$ cat src/rtl/pipe_stage_skid.sv
`default_nettype none
// ============================================================================
// Module   : pipe_stage_skid
// Purpose  : Pipeline register stage with a one-entry skid buffer. The
//            upstream ready is taken straight from a register, so out_ready
//            never reaches in_ready combinationally. The output control field
//            is zeroed whenever the stage holds no valid entry, and a pair of
//            saturating counters records stall and bubble cycles.
// Ports    : CLK, CLR              clock / async active-high reset
//            in_valid, in_ready    upstream handshake
//            in_ctrl, in_data      upstream control / data fields
//            flush                 synchronous kill of held and incoming entries
//            out_valid, out_ready  downstream handshake
//            out_ctrl, out_data    registered control / data fields
//            stall_cnt, bubble_cnt saturating performance counters
// Revision : 1.0 - initial release
// ============================================================================
module pipe_stage_skid #(
  parameter int CTRL_W = 12,
  parameter int DATA_W = 175,
  parameter int CNT_W  = 16
) (
  input  logic              CLK,
  input  logic              CLR,
  input  logic              in_valid,
  output logic              in_ready,
  input  logic [CTRL_W-1:0] in_ctrl,
  input  logic [DATA_W-1:0] in_data,
  input  logic              flush,
  output logic              out_valid,
  input  logic              out_ready,
  output logic [CTRL_W-1:0] out_ctrl,
  output logic [DATA_W-1:0] out_data,
  output logic [CNT_W-1:0]  stall_cnt,
  output logic [CNT_W-1:0]  bubble_cnt
);

  localparam logic [CNT_W-1:0] C_CNT_MAX = '1;

  logic              r_main_valid;
  logic [CTRL_W-1:0] r_main_ctrl;
  logic [DATA_W-1:0] r_main_data;
  logic              r_skid_valid;
  logic [CTRL_W-1:0] r_skid_ctrl;
  logic [DATA_W-1:0] r_skid_data;
  logic [CNT_W-1:0]  r_stall_cnt;
  logic [CNT_W-1:0]  r_bubble_cnt;

  logic w_in_fire;
  logic w_out_fire;
  logic w_main_free;

  // The skid can only fill while main is held, so skid_valid implies
  // main_valid and a free skid is the only condition for accepting input.
  assign in_ready    = ~r_skid_valid;
  assign w_in_fire   = in_valid & ~r_skid_valid;
  assign w_out_fire  = r_main_valid & out_ready;
  assign w_main_free = ~r_main_valid | w_out_fire;

  assign out_valid  = r_main_valid;
  assign out_ctrl   = r_main_ctrl;
  assign out_data   = r_main_data;
  assign stall_cnt  = r_stall_cnt;
  assign bubble_cnt = r_bubble_cnt;

  always_ff @(posedge CLK or posedge CLR) begin
    if (CLR) begin
      r_main_valid <= 1'b0;
      r_main_ctrl  <= '0;
      r_main_data  <= '0;
      r_skid_valid <= 1'b0;
      r_skid_ctrl  <= '0;
      r_skid_data  <= '0;
    end else if (flush) begin
      // Data is left in place; only the valid bits and the control field,
      // which carries the side effects, are killed.
      r_main_valid <= 1'b0;
      r_main_ctrl  <= '0;
      r_skid_valid <= 1'b0;
    end else if (w_main_free) begin
      if (r_skid_valid) begin
        // Older skid entry goes first; input is blocked this cycle.
        r_main_valid <= 1'b1;
        r_main_ctrl  <= r_skid_ctrl;
        r_main_data  <= r_skid_data;
        r_skid_valid <= 1'b0;
      end else if (w_in_fire) begin
        r_main_valid <= 1'b1;
        r_main_ctrl  <= in_ctrl;
        r_main_data  <= in_data;
      end else begin
        // Bubble: clear control, keep the last data value.
        r_main_valid <= 1'b0;
        r_main_ctrl  <= '0;
      end
    end else if (w_in_fire) begin
      // Main is held by downstream backpressure; park the input.
      r_skid_valid <= 1'b1;
      r_skid_ctrl  <= in_ctrl;
      r_skid_data  <= in_data;
    end
  end

  always_ff @(posedge CLK or posedge CLR) begin
    if (CLR) begin
      r_stall_cnt  <= '0;
      r_bubble_cnt <= '0;
    end else if (!flush) begin
      if (r_main_valid && !out_ready && (r_stall_cnt != C_CNT_MAX)) begin
        r_stall_cnt <= r_stall_cnt + 1'b1;
      end
      if (!r_main_valid && (r_bubble_cnt != C_CNT_MAX)) begin
        r_bubble_cnt <= r_bubble_cnt + 1'b1;
      end
    end
  end

endmodule
`default_nettype wire

$ cat config.mk
export PLATFORM = sky130hd
export DESIGN_NAME = pipe_stage_skid
export DESIGN_NICKNAME = d
export VERILOG_FILES = /design/src/rtl/pipe_stage_skid.sv
export SDC_FILE = /design/constraint.sdc
export NUM_CORES = 1
export LEC_CHECK = 0
export CORE_MARGIN = 3
export CORE_UTILIZATION = 45
export CTS_BUF_LIST = sky130_fd_sc_hd__clkbuf_16
export DETAILED_ROUTE_END_ITERATION = 8
export PLACE_DENSITY = 0.76
export SLEW_MARGIN = 20
export SYNTH_ARGS = -nofsm -noshare
export SYNTH_HDL_FRONTEND = slang
export SYNTH_SLANG_ARGS = --single-unit
$ cat constraint.sdc
create_clock -name CLK -period 12.2 [get_ports CLK]
set_clock_uncertainty 0.15 [all_clocks]
set_input_delay 1.22 -clock CLK [delete_from_list [all_inputs] [get_ports CLK]]
set_output_delay 1.22 -clock CLK [all_outputs]
set_load 0.1 [all_outputs]
# ---- After elaboration in Yosys (flattened, before gate mapping)
# Cells that the tools add are included.
dict set report classes {
  bitwise_logic 7
  mux 13
  n_addsub 2
  n_reduce_logical 12
  eq_ne 2
}
# op n
set op_table {}
lappend op_table {{175-bit two-way mux} 2}
lappend op_table {{12-bit two-way mux} 4}
lappend op_table {{16-bit by 1-bit adder with 16-bit output, second input constant} 2}
lappend op_table {{16-bit != test, second input constant} 2}
lappend op_table {{1-bit two-way mux} 7}
lappend op_table {{3-bit AND reduction} 2}
lappend op_table {{1-bit inverter} 4}
lappend op_table {{2-bit AND reduction} 2}
lappend op_table {{2-bit nonzero test} 2}
lappend op_table {{1-bit logical AND} 3}
lappend op_table {{3-bit nonzero test} 1}
lappend op_table {{1-bit bitwise AND} 2}
lappend op_table {{1-bit logical NOT} 2}
lappend op_table {{1-bit OR} 1}
dict set report totals {
  out_inout_bits 221
  wordCells 44
  ff_bits 408
  input_bits 192
}

# ---- Logic depth before layout (Yosys ltp)
dict set report logic_depth {
  word_depth 6
  ltp_mapped 7
}

# ---- Least setup slack after synthesis
# Ideal clock, no wire load.
dict set report synth_path {
  path_kind {register to output}
  from {register r_skid_valid}
  to {output port in_ready}
  t_arrival_ps 1511
  stages_incl_launch_ff 4
  setup_slack_ps 9319
  n_path_buf 2
  cell_sequence {dfrtp_1 > buf_2 > inv_1 > clkbuf_1}
}
dict set report synth_via {
  elab_chain_cells 1
}
# element line_no
set synth_rtl {}
lappend synth_rtl {{start: declaration} 43} ;# logic r_skid_valid;
lappend synth_rtl {{start signal: assignment} 71} ;# r_skid_valid <= 1'b0;
lappend synth_rtl {{start signal: assignment} 79} ;# r_skid_valid <= 1'b0;
lappend synth_rtl {{start signal: assignment} 86} ;# r_skid_valid <= 1'b0;
lappend synth_rtl {{1-bit inverter} 55} ;# assign in_ready = ~r_skid_valid;
lappend synth_rtl {{end: declaration} 26} ;# output logic in_ready,
# No other way between the ends.

# ---- Worst setup path in the final report
# Same ends and word-level chain as after synthesis.

==> results by group <==
STA
  – Fin crit period: 4.23 ns
  – Least-Margin Pin Slew: 1.06 ns
  – FMAX: 236 MHz
  – RSZ-0062 raised after global routing: false
  – Final period util: 0.347
  – Final Max Slew Viols: 0
  – Setup-failing EPs final: 0
  – Fin Setup TNS: 0 ns
  – Worst slew margin relative to its limit: 0.288
  – Fin. Hold Viols: 0
  – Setup ws final: 7.97 ns

Clock tree
  – Sink Count: 408
  – Clock Pin Slew Worst Setup and Hold Paths: 0.06 ns
  – H-Tree Depth: 2
  – Clock Latency Late Sink: 0.56 ns
  – Maximum buffer depth of the clock tree: 3
  – CTS Buf Count: 45
  – Clock Root Buffer: clkbuf_16
  – PostCTS Resize Cnt: 0
  – CTS tree: built
  – Post-CTS setup buffers: 0
  – Hold Buf Count CTS: 0

Cells and area
  – Leading cell type in the layout, fill and taps excluded: clkdlybuf4s50_1
  – Final Instance Area: 23200 µm²
  – Fill cells: 3019
  – Ratio of cells with drive above 1 in the final layout: 0.0982
  – FF+latch area: 10200 µm²
  – Nets: 1962
  – Area growth syn-to-layout: 33.3%
  – Final Util: 0.612
  – Multi-input logic area: 6660 µm²
  – Final cell count without fillers: 2317
  – Most frequent cells in the layout: clkdlybuf4s50_1, dfrtp_1, a21oi_1

Worst setup path
  – Setup crit end kind: output port
  – Crit path required time: 10.83 ns
  – RR Startpoint: r_skid_valid
  – Kind of critical path: flip-flop to output port
  – CP Cell Sequence: inv_1 -> clkdlybuf4s50_1
  – CP peak stage delay: 1.22 ns
  – Critical-path maximum fanout: 34
  – Worst Path Buf+Inv: 2
  – Crit path launch type: flip-flop
  – Worst Path Arrival: 2.86 ns
  – Reg-to-Reg End: r_skid_data[113]
  – Crit. Startpoint: r_skid_valid
  – Crit-path slowest cell: clkdlybuf4s50_1
  – Top Family by Delay on Critical Path: buffers and inverters
  – Stages on worst setup path: 2
  – Critical path destination: in_ready
  – R2R depth: 5
  – R2R setup slack: 8.00 ns

Synthesis
  – Cell variety after synth: 47
  – Post-synthesis cell count: 1380
  – Synth Register Bits: 408
  – Syn nets: 1574
  – Mean Syn Cell Area: 12.6 µm²
  – Area of the mapped netlist: 17400 µm²
  – Ys Warns: 0
  – Sequential share of the synthesized area: 0.588

Pwr
  – Gate power share: 0.342
  – Cell Pwr Density: 200 nW/µm²
  – Clock power share: 0.268
  – Max VDD drop: 0.154 mV
  – Switching Fraction: 0.397
  – P_int: 2790 µW
  – LEAKAGE: 0.00955 µW
  – P_sw: 1840 µW
  – Seq pwr share: 0.389

Global routing
  – Total overflow reported by the global router: 0
  – Pin count of the biggest net entering global routing: 178
  – First-pass GRT wire length: 68.5 mm
  – Total GRT Usage: 0.208
  – Initial antenna violation count: 3
  – Vias in the first global route: 12521

Floorplanning
  – Die extent in y: 203 µm
  – Die Area: 41000 µm²
  – Overall die width: 203 µm
  – Initial core utilization: 0.459
  – IO Count: 413
  – Core area: 37800 µm²
  – Row count: 71

Placed design
  – RePlAce Congestion: 0.816
  – Post-DP Area: 21800 µm²
  – Port Buffers: 412
  – Place WS: 7.51 ns
  – HPWL Detailed: 29.1 mm
  – Inst Count DP: 2231

Route
  – Wire per inst: 18.8 µm
  – Via count: 12203
  – Vias per cell: 5.27
  – DRT iter0 DRCs: 566
  – Drt first pass iters: 5
  – Post-route ant nets: 0
  – Residual DRC: 0
  – Final WL: 43.5 mm

Min path
  – Hold Path Class: flip-flop to flip-flop

Run status
  – Status: complete, no violations

Job
  – Max Cap Viol: 0
[metal layers]
metal | GRT usage | part of all wire | vias to the layer above
li1 | - | - | 5660
met1 | 0.255 | 0.39 | 6155
met2 | 0.355 | 0.51 | 308
met3 | 0.0516 | 0.061 | 80
met4 | 0.0841 | 0.034 | 0
met5 | 0 | 0 | -
[state kept, by name, indices dropped and copies added (netlist names)]
signal / flops
out_ctrl: 12
r_skid_valid: 1
r_skid_ctrl: 12
stall_cnt: 16
out_valid: 1
out_data: 175
bubble_cnt: 16
r_skid_data: 175
[Yosys cell counts (all sizes together)]
| cell | instances | area [µm²] |
|---|---|---|
| o21a | 2 | 15.0 |
| nand3 | 13 | 65.1 |
| and4 | 2 | 17.5 |
| buf | 76 | 472 |
| nand2 | 10 | 40.0 |
| nand4b | 2 | 17.5 |
| a41oi | 2 | 17.5 |
| a22oi | 1 | 7.51 |
| dfrtp | 408 | 10200 |
| nand2b | 1 | 6.26 |
| a21oi | 195 | 976 |
| o21ai | 5 | 28.8 |
| ha | 2 | 25.0 |
| and3 | 19 | 119 |
| mux2 | 191 | 2260 |
| and4bb | 1 | 12.5 |
| nor2b | 2 | 12.5 |
| a21boi | 1 | 7.51 |
| nor4b | 1 | 8.76 |
| inv | 3 | 11.3 |
| or2 | 3 | 18.8 |
| nand4 | 8 | 65.1 |
| nor3 | 10 | 77.6 |
| nor2 | 196 | 751 |
| o311ai | 1 | 8.76 |
| a31oi | 2 | 12.5 |
| a221oi | 1 | 8.76 |
| mux2i | 175 | 1750 |
| xor2 | 4 | 35.0 |
| a211oi | 11 | 82.6 |
| o2111ai | 2 | 17.5 |
| xnor2 | 14 | 123 |
| nor4 | 1 | 21.3 |
| clkbuf | 11 | 41.3 |
| o211ai | 4 | 30.0 |
[power groups by stage]
stage	Clock [µW]	Sequential, µW	Combinational, µW
2_1_floorplan	0	2630	339
3_3_place_gp	0	1800	1570
3_5_place_dp	0	1820	1590
4_1_cts	1280	1800	1600
5_1_grt	1340	1840	1650
6_report	1240	1800	1590
[worst min path at each step]
stage,from,endpoint,slack (ns),cells after the start
floorplan,r_skid_data[0],r_skid_data[0],0.31,1
global placement,r_skid_data[24],r_skid_data[24],0.32,1
detailed placement,r_skid_data[52],r_skid_data[52],0.33,1
CTS,r_skid_data[52],r_skid_data[52],0.34,1
global route,r_skid_data[167],r_skid_data[167],0.35,1
finish,r_skid_data[47],r_skid_data[47],0.34,1
[cell families after synthesis]
family | Yosys count | share of synthesized area
AOI/OAI and AO/OA | 227 | 0.0698
and+or+nand+nor | 269 | 0.0709
DFF | 408 | 0.588
muxes | 366 | 0.231
xor gates and xnor gates | 18 | 0.00907
adders and majority gates | 2 | 0.00144
buffers and inverters | 90 | 0.0302
[area by class of cell]
class / count / area share
multi-input cells: 882 / 0.287
clock inverters: 35 / 0.00778
flip-flops and latches: 408 / 0.441
inverters: 3 / 0.000648
well taps: 511 / 0.0276
repair buffers: 428 / 0.185
clock buffers: 47 / 0.0508
diodes: 3 / 0.000324
[metrics by stage]
stage | hold WS, ns | power, µW
finish | 0.339 | 4630
global route | 0.351 | 4820
CTS | 0.344 | 4680
detailed placement | 0.331 | 3410
global placement | 0.323 | 3370
floorplan | 0.314 | 2970
No activity file was read; power rests on OpenSTA's default activity.
